### config.mk
export PLATFORM = sky130hd
export DESIGN_NAME = clk_gate_icg
export DESIGN_NICKNAME = d
export VERILOG_FILES = /design/src/rtl/clk_gate_icg.sv
export SDC_FILE = /design/constraint.sdc
export NUM_CORES = 1
export LEC_CHECK = 0
export BUFFER_PORTS_ARGS = -buffer_cell sky130_fd_sc_hd__clkbuf_2
export CAP_MARGIN = 0
export CELL_PAD_IN_SITES_DETAIL_PLACEMENT = 1
export CELL_PAD_IN_SITES_GLOBAL_PLACEMENT = 2
export CORE_MARGIN = 2
export CORE_UTILIZATION = 34
export DETAILED_ROUTE_END_ITERATION = 6
export PLACE_DENSITY = 0.85
export REMOVE_ABC_BUFFERS = 1
export SYNTH_ARGS = -nofsm -noshare
export SYNTH_HDL_FRONTEND = slang
export SYNTH_SLANG_ARGS = --single-unit
### constraint.sdc
create_clock -name clk -period 2.1 [get_ports clk]
set_input_delay 0.315 -clock clk [delete_from_list [all_inputs] [get_ports clk]]
set_output_delay 0.315 -clock clk [all_outputs]
set_load 0.02 [all_outputs]
### src/rtl/clk_gate_icg.sv
// clk_gate_icg: latch-based glitch-free clock gate with hold-off, scan bypass and gated-edge counter
module clk_gate_icg #(
    parameter int HOLD_CYCLES = 0,
    parameter int HOLD_WIDTH  = 8,
    parameter int CNT_WIDTH   = 16
) (
    input  logic                 clk,
    input  logic                 rst,
    input  logic                 en,
    input  logic                 test_en,
    output logic                 g_clk,
    output logic                 gate_open,
    output logic [CNT_WIDTH-1:0] gated_cnt
);
    localparam logic [HOLD_WIDTH-1:0] HOLD_LOAD = HOLD_WIDTH'(HOLD_CYCLES);
    logic [HOLD_WIDTH-1:0] hold_cnt;
    logic                  eff_en;
    logic                  en_lat;
    always_ff @(posedge clk or posedge rst)
        if (rst) hold_cnt <= '0;
        else if (en) hold_cnt <= HOLD_LOAD;
        else if (hold_cnt != '0) hold_cnt <= hold_cnt - HOLD_WIDTH'(1);
    assign eff_en = en | test_en | (hold_cnt != '0);
    always_latch
        if (rst) en_lat <= 1'b0;
        else if (!clk) en_lat <= eff_en;
    assign g_clk     = clk & en_lat;
    assign gate_open = en_lat;
    always_ff @(posedge clk or posedge rst)
        if (rst) gated_cnt <= '0;
        else if (!en_lat && !(&gated_cnt)) gated_cnt <= gated_cnt + CNT_WIDTH'(1);
endmodule

# Yosys cells after proc, flatten, opt, wreduce, memory -nomap -nowiden
# Index checks and enable logic that the tools add are counted.
# Widths: inputs -> output; s select.
[word_totals] ramBits=0 n_memories=0 latch_bits=1 rom_bits=0 reg_bits=24
[classes] eq_ne=0 reduce_logical=6 multipliers=0 n_bitwise=3 n_mux=6 add_sub_neg=2 n_div=0 shifts=0 magnitude_cmp=0
[op_table] operator="$add 16x1->16 const B" n=1
[op_table] operator="$mux 8" n=2
[op_table] operator="$reduce_and 16->1" n=1
[op_table] operator="$reduce_bool 8->1" n=1
[op_table] operator="$sub 8x1->8 const B" n=1
[op_table] operator="$mux 1" n=4
[op_table] operator="$logic_not 1->1" n=2
[op_table] operator="$or 1x1->1" n=2
[op_table] operator="$reduce_bool 2->1" n=1
[op_table] operator="$and 1x1->1" n=1
[op_table] operator="$logic_and 1x1->1" n=1

# Longest topological paths before layout
# Gate-level depths: netlist (run 1).
[depth] depth_word=4 mapped_depth=6 depth_no_buf=6

==> out/qor.txt, run 1 <==
run status = finished with violations
failing checks = negative setup slack
Worst VDD drop = 0.000678 V
FF-to-FF setup slack = -0.24 ns
CP Class = latch to primary output
HPWL Detailed = 2260 µm
antenna-violating nets left = 0
global-route usage over all layers = 20.0%
critical path peak fanout = 2
CORE AREA = 3420 µm²
most frequent cell after synthesis = dfrtp_1
Worst path slowest cell = dlxtp_1
Worst EP required = 1.78 ns
most frequent cells after synthesis = 24 x dfrtp_1, 17 x nor2_1, 12 x nand2_1
fraction of registers with async set/reset = 96.0%
Starting Density = 36.3%
main flop type after synthesis = dfrtp_1
per-cell routed wire length = 16.7 µm
placed cells = 204
area taken by multi-input logic gates = 722 µm²
Rel. slew slack = 55.2%
Min-Delay Path Depth = 3
Fillers = 399
Final Hold Viols = 0
sequential cell area = 616 µm²
final-report max-slew violation count = 0
Die Y = 64.4 µm
worst skew pair latency = 0.44 ns
PwrDens = 1210 nW/µm²
RSZ-0062 raised after global routing = true
Synth Register Bits = 25
Syn Area/Cell = 10.2 µm²
CP arrival = 2.18 ns
Setup WS pre-CTS = -0.282 ns
max incr delay on CP = 0.24 ns
grt ovf = 0
Clk pin slew, worst setup/hold paths = 0.08 ns
1st-iter DRT viols = 33
worst r2r src = gate_open$_DLATCH_P_
Layout Nets = 182
synthesized instance count = 122
Fin Clk Skew = 0.0484 ns
Post-Route WL = 3710 µm
layout cells sized above 1 = 43.2%
Worst Hold Endpoint = gate_open$_DLATCH_P_
Row Count = 21
router iterations before antenna repair = 4
first-pass GRT wire length = 6010 µm
Ys Warns = 0
top cells by area, synth = dfrtp_1 48%, xnor2_1 7.8%, nor2_1 5.1%, xor2_1 4.9%, nand2_1 3.6%
die footprint = 4150 µm²
vias in the first global route = 1249
Port Buffers = 21
Final GP Congestion = 0.760
EDFF count, synth = 0
ant diodes = 0
reg2reg path depth = 7
area grow syn2layout = 46.2%
post-synthesis cell type count = 31
FF-to-FF End = gated_cnt[4]$_DFFE_PP0P_
I/O pin count = 22
Critical Path, Cell by Cell = dlxtp_1, buf_6, and2_4, buf_8
Lkg Pwr = 0.891 nW
Die Width = 64.4 µm
Yosys top cell area share = 48.4%
Max Cap Viol = 0
routed vias = 1151
largest net degree at the start of global routing = 17
CP endpoint kind = primary output
initial antenna violation count = 0
CTS tree = yes
Setup WS post-layout = -0.396 ns
Worst-Margin Slew = 0.667 ns
Min-Delay Startpoint = test_en
Finish-stage setup viols = 18
Non-Filler Instances = 222
via/cell ratio = 5.18
critical path launch point type = latch
Synth area leader = dfrtp_1
Total Power = 0.00219 W
hold crit path type = input pin to latch
Mapped Area = 1240 µm²
DRC Markers = 0
area by class of cell:
class,count,area share [%]
well taps,46,3.17
flip-flops and latches,25,34.0
repair buffers,44,16.8
multi-input cells,91,39.8
clock buffers,11,5.11
inverters,5,1.17
registers in the layout, indices dropped and copies added (netlist names):
register and flops:
gated_cnt 16, hold_cnt 8, gate_open 1
cells in the final DEF, fill, tap and decap left out, types with 3 or more instances in the layout:
cell type  instances
dfrtp_1           24
clkbuf_2          19
buf_4             17
nor2_1            14
nand2_1           11
xnor2_1            9
clkbuf_4           8
nand4_1            7
xor2_1             7
buf_6              5
nor3_2             3
or3_1              3
worst max path at each step:
| stage | from | to | slack, ns | depth (start not counted) |
|---|---|---|---|---|
| 2_1_floorplan | gate_open$_DLATCH_P_ | gated_cnt[13]$_DFFE_PP0P_ | -0.29 | 4 |
| 4_1_cts | gate_open$_DLATCH_P_ | g_clk | -0.44 | 4 |
| 5_1_grt | gate_open$_DLATCH_P_ | g_clk | -0.50 | 4 |
| 3_5_place_dp | gate_open$_DLATCH_P_ | gated_cnt[13]$_DFFE_PP0P_ | -0.28 | 4 |
| 6_report | gate_open$_DLATCH_P_ | g_clk | -0.40 | 4 |
| 3_3_place_gp | gate_open$_DLATCH_P_ | gated_cnt[15]$_DFFE_PP0P_ | -0.13 | 4 |
per-layer routing:
layer | vias to the layer above | share of wire, % | track usage [%]
li1 | 535 | - | -
met1 | 586 | 41 | 22.8
met2 | 25 | 54 | 32.9
met3 | 5 | 3.1 | 5.99
met4 | 0 | 1.6 | 12.0
met5 | - | 0 | 0
report_power, final:
group	switching, W	internal, W	total [W]
sequential	0.000160	0.000589	0.000749
combinational	0.000476	0.000477	0.000953
clock	0.000224	0.000263	0.000486
total	0.000860	0.00133	0.00219
worst max-delay path, delay by kind of cell, from the launching register on:
family | cells | cell delay (ns)
latches | 2 | 0.24
and+or+nand+nor | 1 | 0.13
buffers and inverters | 2 | 0.24
cells by family after synthesis:
logic type	share of synthesized area, %
and+or+nand+nor	24.7
DFF	48.4
xor gates and xnor gates	12.7
AOI/OAI and AO/OA	7.37
buffers and inverters	1.92
adders and majority gates	2.02
muxes	1.61
latches	1.21
metrics by stage:
step / hold WS [ns] / setup TNS [ns] / cell area (µm²) / utilization, %
2_1_floorplan: -0.433 / -2.98 / 1230 / -
3_3_place_gp: -0.459 / -1.12 / 1520 / 44.4
3_5_place_dp: -0.460 / -2.84 / 1520 / 44.4
4_1_cts: 0.149 / -2.64 / 1770 / 51.8
5_1_grt: 0.140 / -4.35 / 1810 / 53.1
6_report: 0.159 / -2.58 / 1810 / 53.1
timing repair:
item                                    CTS  global route
endpoints found under the setup margin   19            19
gates resized for setup                  28             8
hold endpoints to repair                  9             0
pin swaps                                13             7
setup buffers                             5             2
hold buffers                              2             0
gates cloned                              0             0
Note: power is estimated with default switching activity, not from simulation.
==> inputs of run 2 (changes only) <==
- ABC_AREA: not set -> 1
- CORE_UTILIZATION: 34 -> 31
==> run 2 against run 1 <==
  * The flow still finishes with violations (negative setup slack)
  * Die area grew 32%
  * Routed wire length is the same
  * Sequential power shrank 8.1%
  * Synthesized cell count grew 75%
  * First-iteration DRC count grew 94%
==> out/qor.txt, run 2 <==
FF-to-FF setup slack = 0.06 ns (was -0.24 ns)
Top reg by flops = gated_cnt (unchanged)
post-placement cell area = 1740 µm² (was 1520 µm²)
CP arrival = 2.05 ns (was 2.18 ns)
1st-iter DRT viols = 64 (was 33)
Worst-Margin Slew = 0.480 ns (was 0.667 ns)
CP top delay family = latches (unchanged)
CP endpoint kind = primary output (unchanged)
Worst path depth = 3 (was 4)
fraction of registers with async set/reset = 96.0% (unchanged)
failing checks = negative setup slack (unchanged)
Die Y = 74.1 µm (was 64.4 µm)
Final Hold Viols = 0 (unchanged)
Worst VDD drop = 0.000518 V (was 0.000678 V)
antenna-violating nets left = 0 (unchanged)
CTS tree = yes (unchanged)
CP Capture Point = g_clk (unchanged)
Rel. slew slack = 68.0% (was 55.2%)
largest net degree at the start of global routing = 22 (was 17)
reg2reg path depth = 5 (was 7)
Final GP Congestion = 0.735 (was 0.760)
Worst EP required = 1.78 ns (about the same)
area grow syn2layout = 24.7% (was 46.2%)
commonest non-fill, non-tap cell in the layout = nand2_1 (was dfrtp_1)
vias in the first global route = 1517 (was 1249)
Buf/Inv on CP = 2 (unchanged)
Non-Filler Instances = 317 (was 222)
synthesized instance count = 214 (was 122)
per-cell routed wire length = 11.7 µm (was 16.7 µm)
final-report max-slew violation count = 0 (unchanged)
Finish-stage setup viols = 3 (was 18)
grt ovf = 0 (unchanged)
I/O pin count = 22 (unchanged)
CP Class = latch to primary output (unchanged)
Synth Register Bits = 25 (unchanged)
Max Cap Viol = 0 (unchanged)
die footprint = 5490 µm² (was 4150 µm²)
first-pass GRT wire length = 6570 µm (was 6010 µm)
placed cells = 305 (was 204)
Lkg Pwr = 0.927 nW (was 0.891 nW)
worst skew pair latency = 0.40 ns (was 0.44 ns)
global-route usage over all layers = 15.9% (was 20.0%)
Synth area leader = dfrtp_1 (unchanged)
max reg flops = 16 (unchanged)
final core utilization = 40.2% (was 53.1%)
Port Buffers = 21 (unchanged)
FF-to-FF End = gated_cnt[3]$_DFFE_PP0P_ (was gated_cnt[4]$_DFFE_PP0P_)
Row Count = 25 (was 21)
most frequent cells after synthesis = 78 x nand2_1, 26 x nor2_1, 25 x inv_1 (was 24 x dfrtp_1, 17 x nor2_1, 12 x nand2_1)
Worst path slowest cell = dlxtp_1 (unchanged)
router iterations before antenna repair = 4 (unchanged)
critical path peak fanout = 4 (was 2)
Setup WS pre-CTS = 0.0885 ns (was -0.282 ns)
main flop type after synthesis = dfrtp_1 (unchanged)
Starting Density = 32.2% (was 36.3%)
Clk pin slew, worst setup/hold paths = 0.04 ns (was 0.08 ns)
most frequent cell after synthesis = nand2_1 (was dfrtp_1)
DRC Markers = 0 (unchanged)
top cells by area, synth = dfrtp_1 39%, nand2_1 19%, nor2_1 6.4%, inv_1 6.2%, nand3_1 4.6% (was dfrtp_1 48%, xnor2_1 7.8%, nor2_1 5.1%, xor2_1 4.9%, nand2_1 3.6%)
CORE AREA = 4720 µm² (was 3420 µm²)
Fin Clk Skew = 0.0359 ns (was 0.0484 ns)
Ys Warns = 0 (unchanged)
Yosys top cell area share = 39.4% (was 48.4%)
max incr delay on CP = 0.36 ns (was 0.24 ns)
Mapped Area = 1520 µm² (was 1240 µm²)
critical path launch point type = latch (unchanged)
final instance area = 1900 µm² (was 1810 µm²)
most frequent cells in the layout = 78 x nand2_1, 26 x nor2_1, 24 x inv_1, 24 x dfrtp_1, 19 x clkbuf_2 (was 24 x dfrtp_1, 19 x clkbuf_2, 17 x buf_4)
initial antenna violation count = 0 (unchanged)
ant diodes = 0 (unchanged)
worst r2r src = gate_open$_DLATCH_P_ (unchanged)
layout cells sized above 1 = 22.0% (was 43.2%)
EDFF count, synth = 0 (unchanged)
Die Width = 74.1 µm (was 64.4 µm)
run status = finished with violations (unchanged)
via/cell ratio = 4.48 (was 5.18)
Syn Area/Cell = 7.12 µm² (was 10.2 µm²)
Setup WS post-layout = -0.266 ns (was -0.396 ns)
Critical Path, Cell by Cell = nand2_1, inv_2, buf_8 (was dlxtp_1, buf_6, and2_4, buf_8)
HPWL Detailed = 2880 µm (was 2260 µm)
RSZ-0062 raised after global routing = true (unchanged)
Layout Nets = 257 (was 182)
routed vias = 1420 (was 1151)
PwrDens = 1080 nW/µm² (was 1210 nW/µm²)
post-synthesis cell type count = 23 (was 31)
Post-Route WL = 3710 µm (unchanged)
hold crit path type = input pin to latch (unchanged)
Setup crit start = gate_open$_DLATCH_P_ (unchanged)
[run 2: changes by cell type after synthesis, sizes merged, moves of 4 or more]
cell,previous run,this run
inv,5,26
xnor2,11,2
nand2,12,80
xor2,7,2
o21ai,2,14
nor3,4,0
nor2,17,31
nand3,5,14
[run 2: cell type report]
| class | count | area (µm²) |
|---|---|---|
| fillers | 604 | 2820 |
| multi-input cells | 160 | 776 |
| flip-flops and latches | 25 | 616 |
| repair buffers | 29 | 188 |
| clock buffers | 10 | 139 |
| inverters | 25 | 93.8 |
| well taps | 67 | 83.8 |
| clock inverters | 1 | 3.75 |
[run 2: logic make-up (layout without fill, tap and decap cells)]
logic type / after synthesis / in the layout / synth area share [%]
DFF: 24 / 24 / 39.4
AOI/OAI and AO/OA: 21 / 21 / 9.61
buffers and inverters: 29 / 65 / 8.63
latches: 1 / 1 / 0.986
adders and majority gates: 2 / 2 / 1.64
and+or+nand+nor: 133 / 133 / 37.4
xor gates and xnor gates: 4 / 4 / 2.30
[run 2: per-stage QoR]
stage               hold slack (ns)  setup TNS (ns)  total power (W)
detailed placement           -0.402               0          0.00146
floorplan                    -0.433           -2.13          0.00121
global placement             -0.408               0          0.00144
CTS                           0.214          -0.556          0.00207
finish                        0.214          -0.478          0.00204
global route                  0.239          -0.593          0.00222
[run 2: how the worst min path moves through the flow]
stage	from	end	slack, ns	cells after the start
floorplan	rst	clock gate	-0.43	1
global placement	rst	clock gate	-0.41	2
detailed placement	rst	clock gate	-0.40	2
CTS	test_en	gate_open$_DLATCH_P_	0.21	3
global route	en	hold_cnt[6]$_DFFE_PP0P_	0.24	2
finish	test_en	gate_open$_DLATCH_P_	0.21	3
[run 2: timing repair]
item                                    in CTS  in global routing
endpoints found under the hold margin       11                  0
hold buffers                                 2                  0
gates resized for setup                      3                  2
pin swaps                                    0                  1
endpoints found under the setup margin       3                  3
setup buffers                                0                  1
[run 2: worst reg2reg max path, cell delays in order (launching register included)]
cell and delay (ns):
dlxtp_1 0.30, buf_4 0.14, nor2_2 0.14, buf_12 0.18, nand2_1 0.09, o21ai_2 0.06
[run 2: layer usage]
metal,vias to the layer above,share of wire (%),GRT usage [%]
met2,17,49,27.7
met5,-,0,0
met1,654,48,18.4
met4,0,0.54,5.86
li1,747,-,-
met3,2,2.5,5.15
[run 2: report_power, final]
group	switching [W]	internal, W
registers	0.000111	0.000578
logic	0.000444	0.000279
clock network	0.000228	0.000403
total	0.000783	0.00126
